### config.mk
export PLATFORM = sky130hd
export DESIGN_NAME = des_decrypt_core
export DESIGN_NICKNAME = d
export VERILOG_FILES = /design/src/rtl/des_decrypt_core.sv
export SDC_FILE = /design/constraint.sdc
export NUM_CORES = 1
export LEC_CHECK = 0
export CORE_ASPECT_RATIO = 1.1
export CORE_MARGIN = 2
export CORE_UTILIZATION = 50
export CTS_CLUSTER_SIZE = 24
export DETAILED_ROUTE_END_ITERATION = 12
export DONT_BUFFER_PORTS = 1
export MAX_ROUTING_LAYER = met4
export PLACE_DENSITY_LB_ADDON = 0.12
export SLEW_MARGIN = 20
export SYNTH_ARGS = -nofsm -noshare
export SYNTH_HDL_FRONTEND = slang
export SYNTH_SLANG_ARGS = --single-unit
### constraint.sdc
create_clock -name clk -period 4.65 [get_ports clk]
set_clock_uncertainty 0.2 [all_clocks]
set_input_delay 0.93 -clock clk [delete_from_list [all_inputs] [get_ports clk]]
set_output_delay 0.93 -clock clk [all_outputs]
set_load 0.01 [all_outputs]
### src/rtl/des_decrypt_core.sv
// Iterative DES engine: one Feistel round per clock, valid/ready on both sides.
// Optional DES_ENCRYPT_EN adds an encrypt port and left-rotating key schedule.

module s1 (input logic [5:0] b, output logic [3:0] o);
    localparam logic [255:0] TBL = 256'hE4D12FB83A6C5907_0F74E2D1A6CB9538_41E8D62BFC973A50_FC8249175B3EA06D;
    // Row = outer bits {b5,b0}, column = inner bits b4..b1; entry 0 sits at the top nibble.
    assign o = 4'(TBL >> (9'd252 - {1'b0, b[5], b[0], b[4:1], 2'b00}));
endmodule

module s2 (input logic [5:0] b, output logic [3:0] o);
    localparam logic [255:0] TBL = 256'hF18E6B34972DC05A_3D47F28EC01A69B5_0E7BA4D158C6932F_D8A13F42B67C05E9;
    assign o = 4'(TBL >> (9'd252 - {1'b0, b[5], b[0], b[4:1], 2'b00}));
endmodule

module s3 (input logic [5:0] b, output logic [3:0] o);
    localparam logic [255:0] TBL = 256'hA09E63F51DC7B428_D709346A285ECBF1_D6498F30B12C5AE7_1AD069874FE3B52C;
    assign o = 4'(TBL >> (9'd252 - {1'b0, b[5], b[0], b[4:1], 2'b00}));
endmodule

module s4 (input logic [5:0] b, output logic [3:0] o);
    localparam logic [255:0] TBL = 256'h7DE3069A1285BC4F_D8B56F03472C1AE9_A690CB7DF13E5284_3F06A1D8945BC72E;
    assign o = 4'(TBL >> (9'd252 - {1'b0, b[5], b[0], b[4:1], 2'b00}));
endmodule

module s5 (input logic [5:0] b, output logic [3:0] o);
    localparam logic [255:0] TBL = 256'h2C417AB6853FD0E9_EB2C47D150FA3986_421BAD78F9C5630E_B8C71E2D6F09A453;
    assign o = 4'(TBL >> (9'd252 - {1'b0, b[5], b[0], b[4:1], 2'b00}));
endmodule

module s6 (input logic [5:0] b, output logic [3:0] o);
    localparam logic [255:0] TBL = 256'hC1AF92680D34E75B_AF427C9561DE0B38_9EF528C3704A1DB6_432C95FABE17608D;
    assign o = 4'(TBL >> (9'd252 - {1'b0, b[5], b[0], b[4:1], 2'b00}));
endmodule

module s7 (input logic [5:0] b, output logic [3:0] o);
    localparam logic [255:0] TBL = 256'h4B2EF08D3C975A61_D0B7491AE35C2F86_14BDC37EAF680592_6BD814A7950FE23C;
    assign o = 4'(TBL >> (9'd252 - {1'b0, b[5], b[0], b[4:1], 2'b00}));
endmodule

module s8 (input logic [5:0] b, output logic [3:0] o);
    localparam logic [255:0] TBL = 256'hD2846FB1A93E50C7_1FD8A374C56B0E92_7B419CE206ADF358_21E74A8DFC90356B;
    assign o = 4'(TBL >> (9'd252 - {1'b0, b[5], b[0], b[4:1], 2'b00}));
endmodule

module des_decrypt_core (
    input  logic        clk,
    input  logic        rst_n,
    input  logic        in_valid,
    output logic        in_ready,
    input  logic [63:0] ciphertext,
    input  logic [63:0] key,
    output logic        out_valid,
    input  logic        out_ready,
    output logic [63:0] plaintext,
    output logic        busy
`ifdef DES_ENCRYPT_EN
    ,
    input  logic        encrypt
`endif
);
    localparam logic [1:0] S_IDLE  = 2'd0;
    localparam logic [1:0] S_ROUND = 2'd1;
    localparam logic [1:0] S_DONE  = 2'd2;

    // Tables hold 1-based DES bit numbers; DES bit n lives at vector index (width - n).
    localparam int IP_T [64] = '{58,50,42,34,26,18,10,2, 60,52,44,36,28,20,12,4,
                                 62,54,46,38,30,22,14,6, 64,56,48,40,32,24,16,8,
                                 57,49,41,33,25,17,9,1,  59,51,43,35,27,19,11,3,
                                 61,53,45,37,29,21,13,5, 63,55,47,39,31,23,15,7};
    localparam int E_T [48]  = '{32,1,2,3,4,5, 4,5,6,7,8,9, 8,9,10,11,12,13, 12,13,14,15,16,17,
                                 16,17,18,19,20,21, 20,21,22,23,24,25, 24,25,26,27,28,29, 28,29,30,31,32,1};
    localparam int P_T [32]  = '{16,7,20,21,29,12,28,17, 1,15,23,26,5,18,31,10,
                                 2,8,24,14,32,27,3,9,    19,13,30,6,22,11,4,25};
    localparam int PC1_T [56] = '{57,49,41,33,25,17,9, 1,58,50,42,34,26,18, 10,2,59,51,43,35,27,
                                  19,11,3,60,52,44,36, 63,55,47,39,31,23,15, 7,62,54,46,38,30,22,
                                  14,6,61,53,45,37,29, 21,13,5,28,20,12,4};
    localparam int PC2_T [48] = '{14,17,11,24,1,5, 3,28,15,6,21,10, 23,19,12,4,26,8, 16,7,27,20,13,2,
                                  41,52,31,37,47,55, 30,40,51,45,33,48, 44,49,39,56,34,53, 46,42,50,36,29,32};

    function automatic logic [63:0] ip_f(input logic [63:0] x);
        ip_f = '0;
        for (int i = 0; i < 64; i++) ip_f[6'(63 - i)] = x[6'(64 - IP_T[i])];
    endfunction

    // Final permutation is the inverse of IP, so it reuses the IP table.
    function automatic logic [63:0] fp_f(input logic [63:0] x);
        fp_f = '0;
        for (int i = 0; i < 64; i++) fp_f[6'(64 - IP_T[i])] = x[6'(63 - i)];
    endfunction

    function automatic logic [47:0] e_f(input logic [31:0] x);
        e_f = '0;
        for (int i = 0; i < 48; i++) e_f[6'(47 - i)] = x[5'(32 - E_T[i])];
    endfunction

    function automatic logic [31:0] p_f(input logic [31:0] x);
        p_f = '0;
        for (int i = 0; i < 32; i++) p_f[5'(31 - i)] = x[5'(32 - P_T[i])];
    endfunction

    function automatic logic [55:0] pc1_f(input logic [63:0] x);
        pc1_f = '0;
        for (int i = 0; i < 56; i++) pc1_f[6'(55 - i)] = x[6'(64 - PC1_T[i])];
    endfunction

    function automatic logic [47:0] pc2_f(input logic [55:0] x);
        pc2_f = '0;
        for (int i = 0; i < 48; i++) pc2_f[6'(47 - i)] = x[6'(56 - PC2_T[i])];
    endfunction

    function automatic logic [27:0] rotr(input logic [27:0] x, input logic [1:0] n);
        case (n)
            2'd0:    rotr = x;
            2'd1:    rotr = {x[0], x[27:1]};
            default: rotr = {x[1:0], x[27:2]};
        endcase
    endfunction

    logic [1:0]  state_q, state_d;
    logic [3:0]  rnd_q, rnd_d;
    logic        fin_q, fin_d;
    logic [31:0] l_q, l_d, r_q, r_d;
    logic [55:0] cd_q, cd_d, cd_rot;
    logic [63:0] pt_q, pt_d;
    logic [47:0] sbox_in;
    logic [31:0] sbox_out;
    logic [1:0]  sh_dec;
    logic        unused_key_parity;

    assign unused_key_parity = ^{key[56], key[48], key[40], key[32], key[24], key[16], key[8], key[0]};
    assign sh_dec = (rnd_q == 4'd0) ? 2'd0 :
                    (rnd_q == 4'd1 || rnd_q == 4'd8 || rnd_q == 4'd15) ? 2'd1 : 2'd2;

`ifdef DES_ENCRYPT_EN
    logic        mode_q, mode_d;
    logic [1:0]  sh_enc;

    function automatic logic [27:0] rotl(input logic [27:0] x, input logic [1:0] n);
        rotl = (n == 2'd1) ? {x[26:0], x[27]} : {x[25:0], x[27:26]};
    endfunction

    assign sh_enc = (rnd_q == 4'd0 || rnd_q == 4'd1 || rnd_q == 4'd8 || rnd_q == 4'd15) ? 2'd1 : 2'd2;
    assign cd_rot = mode_q ? {rotl(cd_q[55:28], sh_enc), rotl(cd_q[27:0], sh_enc)}
                           : {rotr(cd_q[55:28], sh_dec), rotr(cd_q[27:0], sh_dec)};
`else
    assign cd_rot = {rotr(cd_q[55:28], sh_dec), rotr(cd_q[27:0], sh_dec)};
`endif

    assign sbox_in = e_f(r_q) ^ pc2_f(cd_rot);

    s1 u_s1 (.b(sbox_in[47:42]), .o(sbox_out[31:28]));
    s2 u_s2 (.b(sbox_in[41:36]), .o(sbox_out[27:24]));
    s3 u_s3 (.b(sbox_in[35:30]), .o(sbox_out[23:20]));
    s4 u_s4 (.b(sbox_in[29:24]), .o(sbox_out[19:16]));
    s5 u_s5 (.b(sbox_in[23:18]), .o(sbox_out[15:12]));
    s6 u_s6 (.b(sbox_in[17:12]), .o(sbox_out[11:8]));
    s7 u_s7 (.b(sbox_in[11:6]),  .o(sbox_out[7:4]));
    s8 u_s8 (.b(sbox_in[5:0]),   .o(sbox_out[3:0]));

    always_comb begin
        // NOTE: every target gets a default first so no path leaves a latch behind.
        state_d = state_q;
        rnd_d   = rnd_q;
        fin_d   = fin_q;
        l_d     = l_q;
        r_d     = r_q;
        cd_d    = cd_q;
        pt_d    = pt_q;
`ifdef DES_ENCRYPT_EN
        mode_d  = mode_q;
`endif
        case (state_q)
            S_IDLE: if (in_valid) begin
                state_d    = S_ROUND;
                {l_d, r_d} = ip_f(ciphertext);
                cd_d       = pc1_f(key);
                rnd_d      = 4'd0;
                fin_d      = 1'b0;
`ifdef DES_ENCRYPT_EN
                mode_d     = encrypt;
`endif
            end
            // After the 16th round one more cycle latches the output permutation.
            S_ROUND: if (fin_q) begin
                pt_d    = fp_f({r_q, l_q});
                fin_d   = 1'b0;
                state_d = S_DONE;
            end else begin
                cd_d  = cd_rot;
                l_d   = r_q;
                r_d   = l_q ^ p_f(sbox_out);
                rnd_d = rnd_q + 4'd1;
                fin_d = (rnd_q == 4'd15);
            end
            S_DONE:  if (out_ready) state_d = S_IDLE;
            default: state_d = S_IDLE;
        endcase
    end

    // NOTE: sequential state is updated only with non-blocking assignments.
    always_ff @(posedge clk or negedge rst_n) begin
        if (!rst_n) begin
            state_q <= S_IDLE;
            rnd_q   <= '0;
            fin_q   <= 1'b0;
            l_q     <= '0;
            r_q     <= '0;
            cd_q    <= '0;
            pt_q    <= '0;
`ifdef DES_ENCRYPT_EN
            mode_q  <= 1'b0;
`endif
        end else begin
            state_q <= state_d;
            rnd_q   <= rnd_d;
            fin_q   <= fin_d;
            l_q     <= l_d;
            r_q     <= r_d;
            cd_q    <= cd_d;
            pt_q    <= pt_d;
`ifdef DES_ENCRYPT_EN
            mode_q  <= mode_d;
`endif
        end
    end

    assign in_ready  = (state_q == S_IDLE);
    assign out_valid = (state_q == S_DONE);
    assign busy      = (state_q != S_IDLE);
    assign plaintext = pt_q;

endmodule

### After elaboration in Yosys (flattened, before gate mapping)

Index checks and enable logic that the tools add are counted.

* flip-flop bits (word level): 143
* input bits: 132
* output and inout port bits: 67
* logic and storage cells: 65

* $add $sub $neg: 5
* eq/ne operators: 11
* shift-type cells: 4
* multiplexer cells: 23
* bitwise logic cells: 2
* reduce and logical (&&, ||, !) cells: 12

Operators with widths (count)
* 256-bit by 9-bit right shift with 3-bit output (first input constant): 2
* 255-bit by 9-bit right shift with 4-bit output (first input constant): 1
* 254-bit by 9-bit right shift with 2-bit output (first input constant): 1
* 32-bit two-way mux: 4
* 32-bit one-hot mux with 2 select lines: 2
* 56-bit two-way mux: 2
* 28-bit one-hot mux with 2 select lines: 2
* 56-bit one-hot mux with 2 select lines: 1
* 8-bit by 8-bit subtractor with 9-bit output (first input constant): 4
* 32-bit by 16-bit bitwise XOR with 32-bit output: 1
* 24-bit bitwise XOR: 1
* 2-bit two-way mux: 5
* 4-bit equality test (second input constant): 2
* 4-bit two-way mux: 2
* 2-bit != test (second input constant): 4
* 4-bit one-hot mux with 2 select lines: 1
* 2-bit one-hot mux with 3 select lines: 1
* 3-bit AND reduction: 2
* 4-bit by 1-bit adder with 4-bit output (second input constant): 1
* 2-bit by 1-bit equality test with 1-bit output (second input constant): 2
* 4-bit by 1-bit equality test with 1-bit output (second input constant): 1
* 2-bit logical NOT: 2
* 4-bit logical NOT: 1
* 2-bit AND reduction: 2
* 7 further kinds: 10

### Longest topological paths before layout

* depth after elaboration: 13
* depth in mapped cells: 15
* depth with buffers taken out: 14

### Cells and area by module

Synthesis repeated with hierarchy kept, for this count alone.

* cells, all modules: 762
* area total of the unflattened synthesis: 7279.5 um2

By module, submodules not included
* des_decrypt_core: instances 1, cells an instance 423, area an instance 4652.0 um2
* s6: instances 1, cells an instance 91, area an instance 696.9 um2
* s5: instances 1, cells an instance 85, area an instance 666.9 um2
* s7: instances 1, cells an instance 77, area an instance 633.1 um2
* s8: instances 1, cells an instance 86, area an instance 630.6 um2

### Least setup slack after synthesis

Ideal clock, no wire load.

* path type: register to register
* from: reg rnd_q[0]
* to: reg r_q[0]
* setup time: 0.126 ns
* arrival time: 3.359 ns
* setup slack: 0.965 ns
* cell stages (with the launch flop): 14
* buffers on the path: 0
* clock period less this slack: 3.685 ns
* cell sequence: dfrtp_1 inv_1 ha_1 or4b_1 o21a_2 or3b_2 o2111ai_2 inv_1 ha_1 and2b_1 a211oi_1 a2111oi_2 o311a_1 a221o_1

* longest elaborated chain between the ends: 13
* elaborated cells between the ends (all ways): 17
* those cells by class: add/sub (1); eq/ne (4); shift (1); mux (5); bitwise (2); reduce/logical (4)

Ends and longest elaborated chain
* start, declared: line 120 `logic [3:0] rnd_q, rnd_d;`
* start signal, assigned: line 215 `rnd_q <= rnd_d;`
* 4-bit by 1-bit equality test with 1-bit output / 4-bit equality test (equally long branches): line 132 `(rnd_q == 4'd1 || rnd_q == 4'd8 || rnd_q == 4'd15) ? 2'd1 : 2'd2;`
* 1-bit logical OR (2 in series): line 132
* 2-bit two-way mux: line 132
* 2-bit two-way mux (*): line 131 `assign sh_dec = (rnd_q == 4'd0) ? 2'd0 :`
* 2-bit by 1-bit equality test with 1-bit output / 2-bit logical NOT (equally long branches): line 112 `case (n)`
* 28-bit one-hot mux with 2 select lines (*): line 112
* 24-bit bitwise XOR (*): line 149 `assign sbox_in = e_f(r_q) ^ pc2_f(cd_rot);`
* 8-bit by 8-bit subtractor with 9-bit output (*): line 37 `assign o = 4'(TBL >> (9'd252 - {1'b0, b[5], b[0], b[4:1], 2'b00}));`
* 255-bit by 9-bit right shift with 4-bit output (*): line 37
* 32-bit by 16-bit bitwise XOR with 32-bit output (*): line 191 `r_d = l_q ^ p_f(sbox_out);`
* 32-bit two-way mux (*): line 184 `S_ROUND: if (fin_q) begin`
* 32-bit one-hot mux with 2 select lines (*): line 172 `case (state_q)`
* end signal, assigned: line 218 `r_q <= r_d;`
* end, declared: line 122 `logic [31:0] l_q, l_d, r_q, r_d;`

Mark *: on every way between the ends. The rest lies on a longest branch, timed or not. The select of a mux whose other input is x is not followed.
A chain may end at the register's enable or synchronous reset.

### Worst setup path after layout

Ends and elaborated chain as after synthesis.

==> metrics.yaml <==
clock_network:
  clk-insertion-delay-late_ns: 0.34
  postCtsResizedCells: 0
  clockRootBuffer: "sky130_fd_sc_hd__clkbuf_16"
  cts_setup_buffers: 0
  cts_hold_repair.buffers: 0
  tritoncts_clock_tree: "done"
  clock_sink_count: 91
  cts_max_level: 3
  worst_setup_hold_path_clk_slew_ns: 0.07
  cts_buffers: 9
  clock_path_buffers: 2
hold_path:
  worst_hold_path_type: "input pin to asynchronous set/reset pin"
sta:
  final-setup-viol-count: 0
  hold_viol_final: 0
  final-max-slew-violation-count: 0
  timing.fmax_mhz: 236
  setup_repair_after_global_routing_missed_its_margin: "no"
  minimum_clock_period_after_layout_ns: 4.24
  setup_total_negative_slack_ns: 0
  layout_worst_path_cycle_share: 0.911
  slew_headroom: 0.423
  worstMarginPinSlew_ns: 0.860
global_routing:
  number_of_antenna_violations_at_the_first_check_in_global_routing: 0
  grt_use_total: 0.251
  vias_in_the_first_global_route: 4907
  grt-ovfl-total: 0
  grt_max_degree: 92
  global_route_wire_length_before_repair_mm: 25.1
placed_design:
  port_buffers: 0
  place_congestion: 0.819
  place.detailed.hpwl_mm: 10.7
floorplan:
  initial_core_util: 0.511
  placement_rows: 42
  dieWidth_um: 109
  floorplan.die.height_um: 120
  fp.dieArea_mm2: 0.0131
  num_io_pins: 199
  core_mm2: 0.0120
setup_path:
  timing.critical_path.from_type: "flop"
  cp.required_ns: 4.68
  timing_worst_setup_path_type: "flop to flop"
  worst_ep_arrival_time_ns: 4.27
  worst_r2r_path_depth: 13
  cp-end-kind: "flop"
  critical_path_peak_fanout: 17
logic_synthesis:
  synthesis.area_per_instance_um2: 9.00
  yosys_most_used_dff: "sky130_fd_sc_hd__dfrtp_1"
  yosysTopAreaCell: "sky130_fd_sc_hd__dfrtp_1"
  netlist-cell-type-count: 68
  synth_seq_cells: 91
  synth.yosys.seq_area_share: 0.372
  synthesis.area_mm2: 0.00612
  post-synth-top-count-cell: "sky130_fd_sc_hd__dfrtp_1"
  ys.warnings.count: 0
  post-synth-top-area-fraction: 0.372
  netlist_top_cells_area: "sky130_fd_sc_hd__dfrtp_1 (37%), sky130_fd_sc_hd__buf_4 (6.4%), sky130_fd_sc_hd__nand2_1 (4.8%)"
  synthArstFlopShare: 1.00
  netlist_instances: 680
  ys_top_cells_by_count: "sky130_fd_sc_hd__dfrtp_1 (91), sky130_fd_sc_hd__nand2_1 (79), sky130_fd_sc_hd__nor2_1 (60)"
  number_of_enable_type_register_cells_in_the_synthesized_netlist: 0
cells_and_area:
  design.final.nets: 823
  drive_above_1_share: 0.114
  area.growth.synth_to_final_pct: 4.64
  final_util: 0.534
  n_antenna_cell: 0
  fillCellCount: 1118
route:
  route.detailed.vias_per_inst: 6.02
  drt-total-wl_mm: 15.3
  drt_pre_antenna_iters: 5
  post_route_antenna_net_violation_count: 0
  drt-wirelength-per-cell_um: 18.5
  num_vias: 4986
  detail_route.iter0.violations: 394
  drc: 0
outcome:
  run_status: "complete, no violations"
job:
  max_cap_viol_count: 0
cell usage in the layout (no fill, tap or decap), types with 6 or more instances in the layout:
cell type                    n
sky130_fd_sc_hd__a211oi_1    8
sky130_fd_sc_hd__a21oi_1    14
sky130_fd_sc_hd__a22o_1     18
sky130_fd_sc_hd__a31oi_1    10
sky130_fd_sc_hd__and3_1      6
sky130_fd_sc_hd__buf_4      16
sky130_fd_sc_hd__clkbuf_16   9
sky130_fd_sc_hd__conb_1     48
sky130_fd_sc_hd__dfrtp_1    91
sky130_fd_sc_hd__ha_1       22
sky130_fd_sc_hd__inv_1      26
sky130_fd_sc_hd__mux2_2     18
sky130_fd_sc_hd__mux2i_1    23
sky130_fd_sc_hd__nand2_1    79
sky130_fd_sc_hd__nand2b_1    9
sky130_fd_sc_hd__nand3_1    15
sky130_fd_sc_hd__nor2_1     58
sky130_fd_sc_hd__nor3_1     10
sky130_fd_sc_hd__o211ai_1    7
sky130_fd_sc_hd__o21ai_0    44
sky130_fd_sc_hd__o22ai_1     8
sky130_fd_sc_hd__o31ai_1     7
sky130_fd_sc_hd__o32a_1      7
sky130_fd_sc_hd__o32ai_1    16
sky130_fd_sc_hd__or2_2       8
sky130_fd_sc_hd__or3_1       7
sky130_fd_sc_hd__xnor2_1     8
sky130_fd_sc_hd__xor2_1      7
critical path, cell delays in order (launching register included):
cell and delay [ns]:
sky130_fd_sc_hd__dfrtp_1 0.43, sky130_fd_sc_hd__inv_1 0.07, sky130_fd_sc_hd__ha_1 0.29, sky130_fd_sc_hd__mux2i_1 0.33, sky130_fd_sc_hd__o21a_2 0.41, sky130_fd_sc_hd__o32ai_1 0.22
sky130_fd_sc_hd__o2111ai_2 0.56, sky130_fd_sc_hd__inv_1 0.26, sky130_fd_sc_hd__ha_1 0.26, sky130_fd_sc_hd__and2b_1 0.15, sky130_fd_sc_hd__a211oi_1 0.26, sky130_fd_sc_hd__a2111oi_2 0.11
sky130_fd_sc_hd__o311a_1 0.32, sky130_fd_sc_hd__a221o_1 0.25
per-layer routing:
| metal | up-vias | GRT usage | wire (um) |
|---|---|---|---|
| li1 | 2334 | - | - |
| met1 | 2454 | 0.323 | 6870 |
| met2 | 160 | 0.387 | 7210 |
| met3 | 38 | 0.0413 | 655 |
| met4 | 0 | 0.116 | 546 |
| met5 | - | - | 0 |
flip-flops by register name, indices dropped and copies added, names as in the netlist:
name       flops
cd_q          28
l_q           20
r_q           20
plaintext     16
rnd_q          4
state_q        2
fin_q          1
worst paths after layout:
| kind | from | to | slack [ns] |
|---|---|---|---|
| worst min-delay path | rst_n | cd_q[11] | 0.09 |
| worst max register to register | rnd_q[0] | r_q[0] | 0.41 |
| min in group clk | l_q[15] | l_q[15] | 0.29 |
| worst max-delay path | rnd_q[0] | r_q[0] | 0.41 |
| worst min register to register | l_q[15] | l_q[15] | 0.29 |
| max in group asynchronous | rst_n | plaintext[31] | 3.99 |
kinds of logic (layout without fill, tap and decap cells):
group / after synthesis / after routing / share of synthesized area
XOR/XNOR: 16 / 16 / 0.0241
other: 1 / 48 / 0.000613
adder cells (fa/ha/maj): 22 / 22 / 0.0450
flip-flops: 91 / 91 / 0.372
multiplexers: 41 / 41 / 0.0707
AND/OR/NAND/NOR: 219 / 219 / 0.168
buffers and inverters: 112 / 59 / 0.103
AO/OA/AOI/OAI: 178 / 178 / 0.217
through the flow:
| stage | instance area [um^2] | hold slack [ns] | std cells | worst slack (ns) |
|---|---|---|---|---|
| after floorplan | 6300 | 0.235 | 727 | 0.965 |
| after global placement | 6100 | 0.270 | 812 | 0.577 |
| after detailed placement | 6100 | 0.275 | 812 | 0.517 |
| after CTS | 6400 | 0.0707 | 828 | 0.489 |
| after global routing | 6400 | 0.0655 | 828 | 0.134 |
| final | 6400 | 0.0908 | 828 | 0.412 |
cell type report:
class                      count  area, um^2  area share
clock inverter                 6        71.3      0.0111
inverter                      27         101      0.0158
sequential                    91        2280       0.356
tap                          154         193      0.0301
clock buffer                  10         229      0.0358
timing repair buffer          16         120      0.0188
multi-input combinational    524        3410       0.533
Power is not shown: default switching activity piles up to over one toggle a cycle in this logic, so the estimate is an artifact.
